--- src/rtl/pipelined_adder_if.sv ---
// pipelined_adder_if: operand/result handshake bundle for pipelined_adder
// Signals: in_valid/in_ready, A, B, Pin, SUB (operand side); out_valid/out_ready, S, Pout (result side).
// OVF and Z exist only when PIPE_ADDER_FLAGS_EN is defined.
// Modports: master = producer/consumer side, slave = adder side.
interface pipelined_adder_if #(parameter int WIDTH = 32);
  logic in_valid, in_ready, Pin, SUB, out_valid, out_ready, Pout;
  logic [WIDTH-1:0] A, B, S;
`ifdef PIPE_ADDER_FLAGS_EN
  logic OVF, Z;
  modport master(output in_valid, A, B, Pin, SUB, out_ready, input in_ready, out_valid, S, Pout, OVF, Z);
  modport slave(input in_valid, A, B, Pin, SUB, out_ready, output in_ready, out_valid, S, Pout, OVF, Z);
`else
  modport master(output in_valid, A, B, Pin, SUB, out_ready, input in_ready, out_valid, S, Pout);
  modport slave(input in_valid, A, B, Pin, SUB, out_ready, output in_ready, out_valid, S, Pout);
`endif
endinterface

--- src/rtl/pipelined_adder.sv ---
// pipelined_adder: WIDTH-bit add/subtract split into STAGES carry-registered chunks with valid/ready flow control
// Ports: clk, rst (sync, active-high), bus (pipelined_adder_if.slave: operands in, S/Pout out).
// WIDTH must be a multiple of STAGES. Define PIPE_ADDER_FLAGS_EN to add the pipelined OVF and Z flags.
module pipelined_adder #(
  parameter int WIDTH = 32,
  parameter int STAGES = 4
) (
  input logic clk,
  input logic rst,
  pipelined_adder_if.slave bus
);
  localparam int CW = WIDTH / STAGES;
  logic adv, ce;
  logic [WIDTH-1:0] be;
  assign be = bus.SUB ? ~bus.B : bus.B;
  assign ce = bus.SUB | bus.Pin;
  assign adv = !bus.out_valid || bus.out_ready;
  assign bus.in_ready = adv;
  for (genvar k = 0; k < STAGES; k++) begin : g
    // stage k sees only the operand chunks it and later stages still need
    localparam int RW = WIDTH - k * CW;
    logic [RW-1:0] a_i, b_i;
    logic c_i, v_i, c_q, v_q;
    logic [CW:0] sum;
    logic [(k+1)*CW-1:0] s_d, s_q;
`ifdef PIPE_ADDER_FLAGS_EN
    logic z_i, z_q;
`endif
    if (k == 0) begin : g_in
      assign a_i = bus.A;
      assign b_i = be;
      assign c_i = ce;
      assign v_i = bus.in_valid;
      assign s_d = sum[CW-1:0];
`ifdef PIPE_ADDER_FLAGS_EN
      assign z_i = 1'b1;
`endif
    end else begin : g_in
      assign a_i = g[k-1].g_sk.a_q;
      assign b_i = g[k-1].g_sk.b_q;
      assign c_i = g[k-1].c_q;
      assign v_i = g[k-1].v_q;
      // completed low chunks ride along so the whole result lands together
      assign s_d = {sum[CW-1:0], g[k-1].s_q};
`ifdef PIPE_ADDER_FLAGS_EN
      assign z_i = g[k-1].z_q;
`endif
    end
    assign sum = {1'b0, a_i[CW-1:0]} + {1'b0, b_i[CW-1:0]} + (CW+1)'(c_i);
    always_ff @(posedge clk)
      if (rst) begin
        v_q <= 1'b0;
        c_q <= 1'b0;
        s_q <= '0;
`ifdef PIPE_ADDER_FLAGS_EN
        z_q <= 1'b0;
`endif
      end else if (adv) begin
        v_q <= v_i;
        c_q <= sum[CW];
        s_q <= s_d;
`ifdef PIPE_ADDER_FLAGS_EN
        z_q <= z_i & ~|sum[CW-1:0];
`endif
      end
    if (k < STAGES - 1) begin : g_sk
      logic [RW-CW-1:0] a_q, b_q;
      always_ff @(posedge clk)
        if (adv) begin
          a_q <= a_i[RW-1:CW];
          b_q <= b_i[RW-1:CW];
        end
    end
    if (k == STAGES - 1) begin : g_out
      assign bus.out_valid = v_q;
      assign bus.S = s_q;
      assign bus.Pout = c_q;
`ifdef PIPE_ADDER_FLAGS_EN
      // the top chunk's operands still carry the sign bits of A and Be
      logic ovf_q;
      always_ff @(posedge clk)
        if (rst) ovf_q <= 1'b0;
        else if (adv) ovf_q <= (a_i[CW-1] == b_i[CW-1]) && (sum[CW-1] != a_i[CW-1]);
      assign bus.OVF = ovf_q;
      assign bus.Z = z_q;
`endif
    end
  end
endmodule

--- src/flat_wrapper.sv ---
// flat-port wrapper written by rule: the top's interface ports become plain ports
module pipelined_adder_flat 
#(
  parameter int WIDTH = 32,
  parameter int STAGES = 4
)
  (clk, rst, bus_in_valid, bus_A, bus_B, bus_Pin, bus_SUB, bus_out_ready, bus_in_ready, bus_out_valid, bus_S, bus_Pout);
  pipelined_adder_if #(.WIDTH(WIDTH)) bus_i ();
  input logic clk;
  input logic rst;
  input wire logic [$bits(bus_i.in_valid)-1:0] bus_in_valid;
  input wire logic [$bits(bus_i.A)-1:0] bus_A;
  input wire logic [$bits(bus_i.B)-1:0] bus_B;
  input wire logic [$bits(bus_i.Pin)-1:0] bus_Pin;
  input wire logic [$bits(bus_i.SUB)-1:0] bus_SUB;
  input wire logic [$bits(bus_i.out_ready)-1:0] bus_out_ready;
  output wire logic [$bits(bus_i.in_ready)-1:0] bus_in_ready;
  output wire logic [$bits(bus_i.out_valid)-1:0] bus_out_valid;
  output wire logic [$bits(bus_i.S)-1:0] bus_S;
  output wire logic [$bits(bus_i.Pout)-1:0] bus_Pout;
  assign bus_i.in_valid = bus_in_valid;
  assign bus_i.A = bus_A;
  assign bus_i.B = bus_B;
  assign bus_i.Pin = bus_Pin;
  assign bus_i.SUB = bus_SUB;
  assign bus_i.out_ready = bus_out_ready;
  assign bus_in_ready = bus_i.in_ready;
  assign bus_out_valid = bus_i.out_valid;
  assign bus_S = bus_i.S;
  assign bus_Pout = bus_i.Pout;
  pipelined_adder #(.WIDTH(WIDTH), .STAGES(STAGES)) u_core (.clk(clk), .rst(rst), .bus(bus_i));
endmodule
--- config.mk ---
export PLATFORM = sky130hd
export DESIGN_NAME = pipelined_adder_flat
export DESIGN_NICKNAME = d
export VERILOG_FILES = /design/src/rtl/pipelined_adder_if.sv /design/src/rtl/pipelined_adder.sv /design/src/flat_wrapper.sv
export SDC_FILE = /design/constraint.sdc
export NUM_CORES = 1
export LEC_CHECK = 0
export CORE_ASPECT_RATIO = 1.25
export CORE_MARGIN = 1.5
export CORE_UTILIZATION = 49
export CTS_CLUSTER_DIAMETER = 60
export CTS_CLUSTER_SIZE = 30
export DETAILED_ROUTE_END_ITERATION = 7
export PLACE_DENSITY = 0.73
export SLEW_MARGIN = 20
export SYNTH_ARGS = -nofsm -noshare
export SYNTH_HDL_FRONTEND = slang
export SYNTH_SLANG_ARGS = --single-unit
export TNS_END_PERCENT = 50
--- constraint.sdc ---
create_clock -name clk -period 2.95 [get_ports clk]
set_clock_uncertainty 0.15 [all_clocks]
set_input_delay 0.59 -clock clk [delete_from_list [all_inputs] [get_ports clk]]
set_output_delay 0.59 -clock clk [all_outputs]
set_load 0.005 [all_outputs]
==> metrics <==
Mean Syn Cell Area=11.9 um2; Initial Utilization=0.503; pin count of the biggest net entering global routing=81; CTS tree=built; root buffer selected by CTS=clkbuf_16; critical path's slowest cell=fa_1; Total Power=6.14 mW; Post-CTS Resized=0; area of the core=15000 um2; # IOs=105; Worst Setup End Kind=flip-flop; Highest Clock Rate=0.373 GHz; wire per inst=14.6 um; NumNets Final=847; layout cells sized above 1=0.0915; vias in the first global route=4726; CTS clk-pin slew, worst paths=0.07 ns; FF+latch area=4640 um2; CTS buffer count=17; R2R depth=6; Cell variety after synth=37; Sink Count=184; worst vdd ir=0.401 mV; final setup violating endpoints=0; CP arrival=2.81 ns; Fin. Hold Viols=0; hold crit path type=reg2reg; Row Count=50; Syn Nets=743; number of enable flip-flop cells after synthesis=96; chip width=114 um; # fillers=1202; Multi-input gate area=2690 um2; WP data required=3.08 ns; prevailing post-synth register cell=edfxtp_1; drt pass-1 iters=4; RSZ-0062 raised after global routing=false; mux cell area share after synthesis=0.0119; Worst setup SP type=input port; Least-Margin Pin Slew=0.716 ns; Synth Area in XOR/XNOR=0.0556; Post-Syn Area=7560 um2; Cells after Synth=637; Worst Path Max Fanout=2; period utilization=0.909; # H-tree levels=4; gr usage total=0.175; Rel. slew slack=0.521; Synth Area in Simple Gates=0.103; DR DRC count=0; Die Height=142 um; commonest non-fill, non-tap cell in the layout=nand2_1; gpl congestion=0.781; synth warn=0; max-cap check violation count=0; vias per std cell=5.23; placed cell area=8770 um2; die footprint=16200 um2; largest family of logic cells by synthesized area=compound AO/OA/AOI/OAI gates; worst hold stages=0; DR iter-0 viols=399; cell-by-cell trace of the critical path=clkdlybuf4s50_1 -> or2_2 -> fa_1 -> fa_1 -> a21o_1 -> a221oi_2 -> nand3b_1 -> a211oi_1; first-pass GRT wire length=22000 um; Util after Layout=0.621; Crit Path Class=in2reg; Synth-to-Final Area Change=23.4%; IO Port Bufs=104; Leak=3.59 nW; Final Critical Period=2.68 ns; dpl ws=-0.159 ns; Pins Over Slew Limit=0; Antenna Nets Post-Route=0; clk buf depth=2; Compound-Gate Fraction of Synth Area=0.116; Vias=4899; Post-CTS Setup Bufs=0; TNS Setup=0 ns; GRT overflow=0; status=finished clean; #FFs+latches synth=184; Adder-Cell Fraction of Synth Area=0.0675; Worst path most repeated cell=fa_1; worst setup slack after layout=0.269 ns; most frequent cells in the layout=nand2_1 (130), clkdlybuf4s50_1 (102), edfxtp_1 (96), dfxtp_1 (88), a21oi_1 (87); sequential share of the synthesized area=0.614; CP max stage delay=0.43 ns; ys async rst share=0; final WL=13700 um; initial antenna violation count=1; clk_lat worst skew=0.42 ns; cts hold-fix bufs=0; Pwr Density=658 nW/um2; DP HPWL=9260 um; fin area=9330 um2
==> cells in the mapped netlist, types with 8 or more instances <==
master | instances | area, um2
dfxtp_1 | 88 | 1760
a21o_1 | 12 | 90.1
buf_2 | 9 | 45.0
ha_1 | 28 | 350
nand2_1 | 130 | 488
clkbuf_1 | 11 | 41.3
mux2_2 | 8 | 90.1
a21oi_1 | 87 | 435
nor3b_1 | 8 | 60.1
o22ai_1 | 8 | 50.1
xnor2_1 | 12 | 105
nor2_1 | 11 | 41.3
buf_6 | 8 | 90.1
inv_1 | 8 | 30.0
xor2_1 | 36 | 315
edfxtp_1 | 96 | 2880
a211oi_1 | 12 | 90.1
fa_1 | 8 | 160
==> area by class of cell <==
| cell class | instances | share of cell area |
|---|---|---|
| Timing Repair Buffer | 118 | 0.126 |
| Sequential cell | 184 | 0.498 |
| Multi-Input combinational cell | 411 | 0.288 |
| Clock inverter | 14 | 0.0137 |
| Tap cell | 182 | 0.0244 |
| Antenna cell | 1 | 0.000268 |
| Clock buffer | 18 | 0.0460 |
| Inverter | 9 | 0.00416 |
==> per-layer routing <==
| layer | vias to the layer above | track usage | part of all wire |
|---|---|---|---|
| li1 | 2455 | - | - |
| met1 | 2320 | 0.209 | 0.43 |
| met2 | 104 | 0.305 | 0.51 |
| met3 | 20 | 0.0397 | 0.038 |
| met4 | 0 | 0.0711 | 0.020 |
| met5 | - | 0 | 0 |
==> state kept, by name, summed over array words and instances, names as in the netlist <==
signal,flops
u_core.g.g_sk.a_q,48
u_core.g.s_q,48
u_core.g.c_q,3
u_core.g.v_q,3
u_core.bus.Pout,1
u_core.bus.S,32
u_core.bus.out_valid,1
u_core.g.g_sk.b_q,48
==> cells by family (layout without fill, tap and decap cells) <==
| group | Yosys count | count (layout) |
|---|---|---|
| other | 0 | 1 |
| flip-flops | 184 | 184 |
| AND/OR/NAND/NOR | 176 | 176 |
| AO/OA/AOI/OAI | 143 | 143 |
| buffers and inverters | 42 | 159 |
| multiplexers | 8 | 8 |
| XOR/XNOR | 48 | 48 |
| adder cells (fa/ha/maj) | 36 | 36 |
==> worst max-delay path, delay by kind of cell <==
kind	cells	cell delay, ns
buf+inv	1	0.39
simple gates	2	0.44
fa+ha+maj	2	0.83
compound gates	3	0.57
==> final timing paths <==
kind / from / to / slack [ns]
worst min register to register: u_core.g[0].g_sk.a_q[13] / u_core.g[1].g_sk.a_q[5] / 0.27
worst max-delay path: bus_Pin / u_core.g[0].c_q / 0.27
worst min-delay path: u_core.g[0].g_sk.a_q[13] / u_core.g[1].g_sk.a_q[5] / 0.27
worst max register to register: u_core.g[0].g_sk.b_q[0] / u_core.g[1].c_q / 0.55
==> report_power, final <==
part	switching [mW]	internal, mW
Combinational	0.416	0.489
Clock	1.02	1.12
Sequential	0.124	2.97
Total	1.56	4.58
==> metrics by stage <==
step           hold slack, ns  std cells
6_report                0.269        937
5_1_grt                 0.276        936
4_1_cts                 0.271        936
3_5_place_dp            0.255        904
3_3_place_gp            0.250        904
2_1_floorplan           0.250        637
Note: power is estimated with default switching activity, not from simulation.
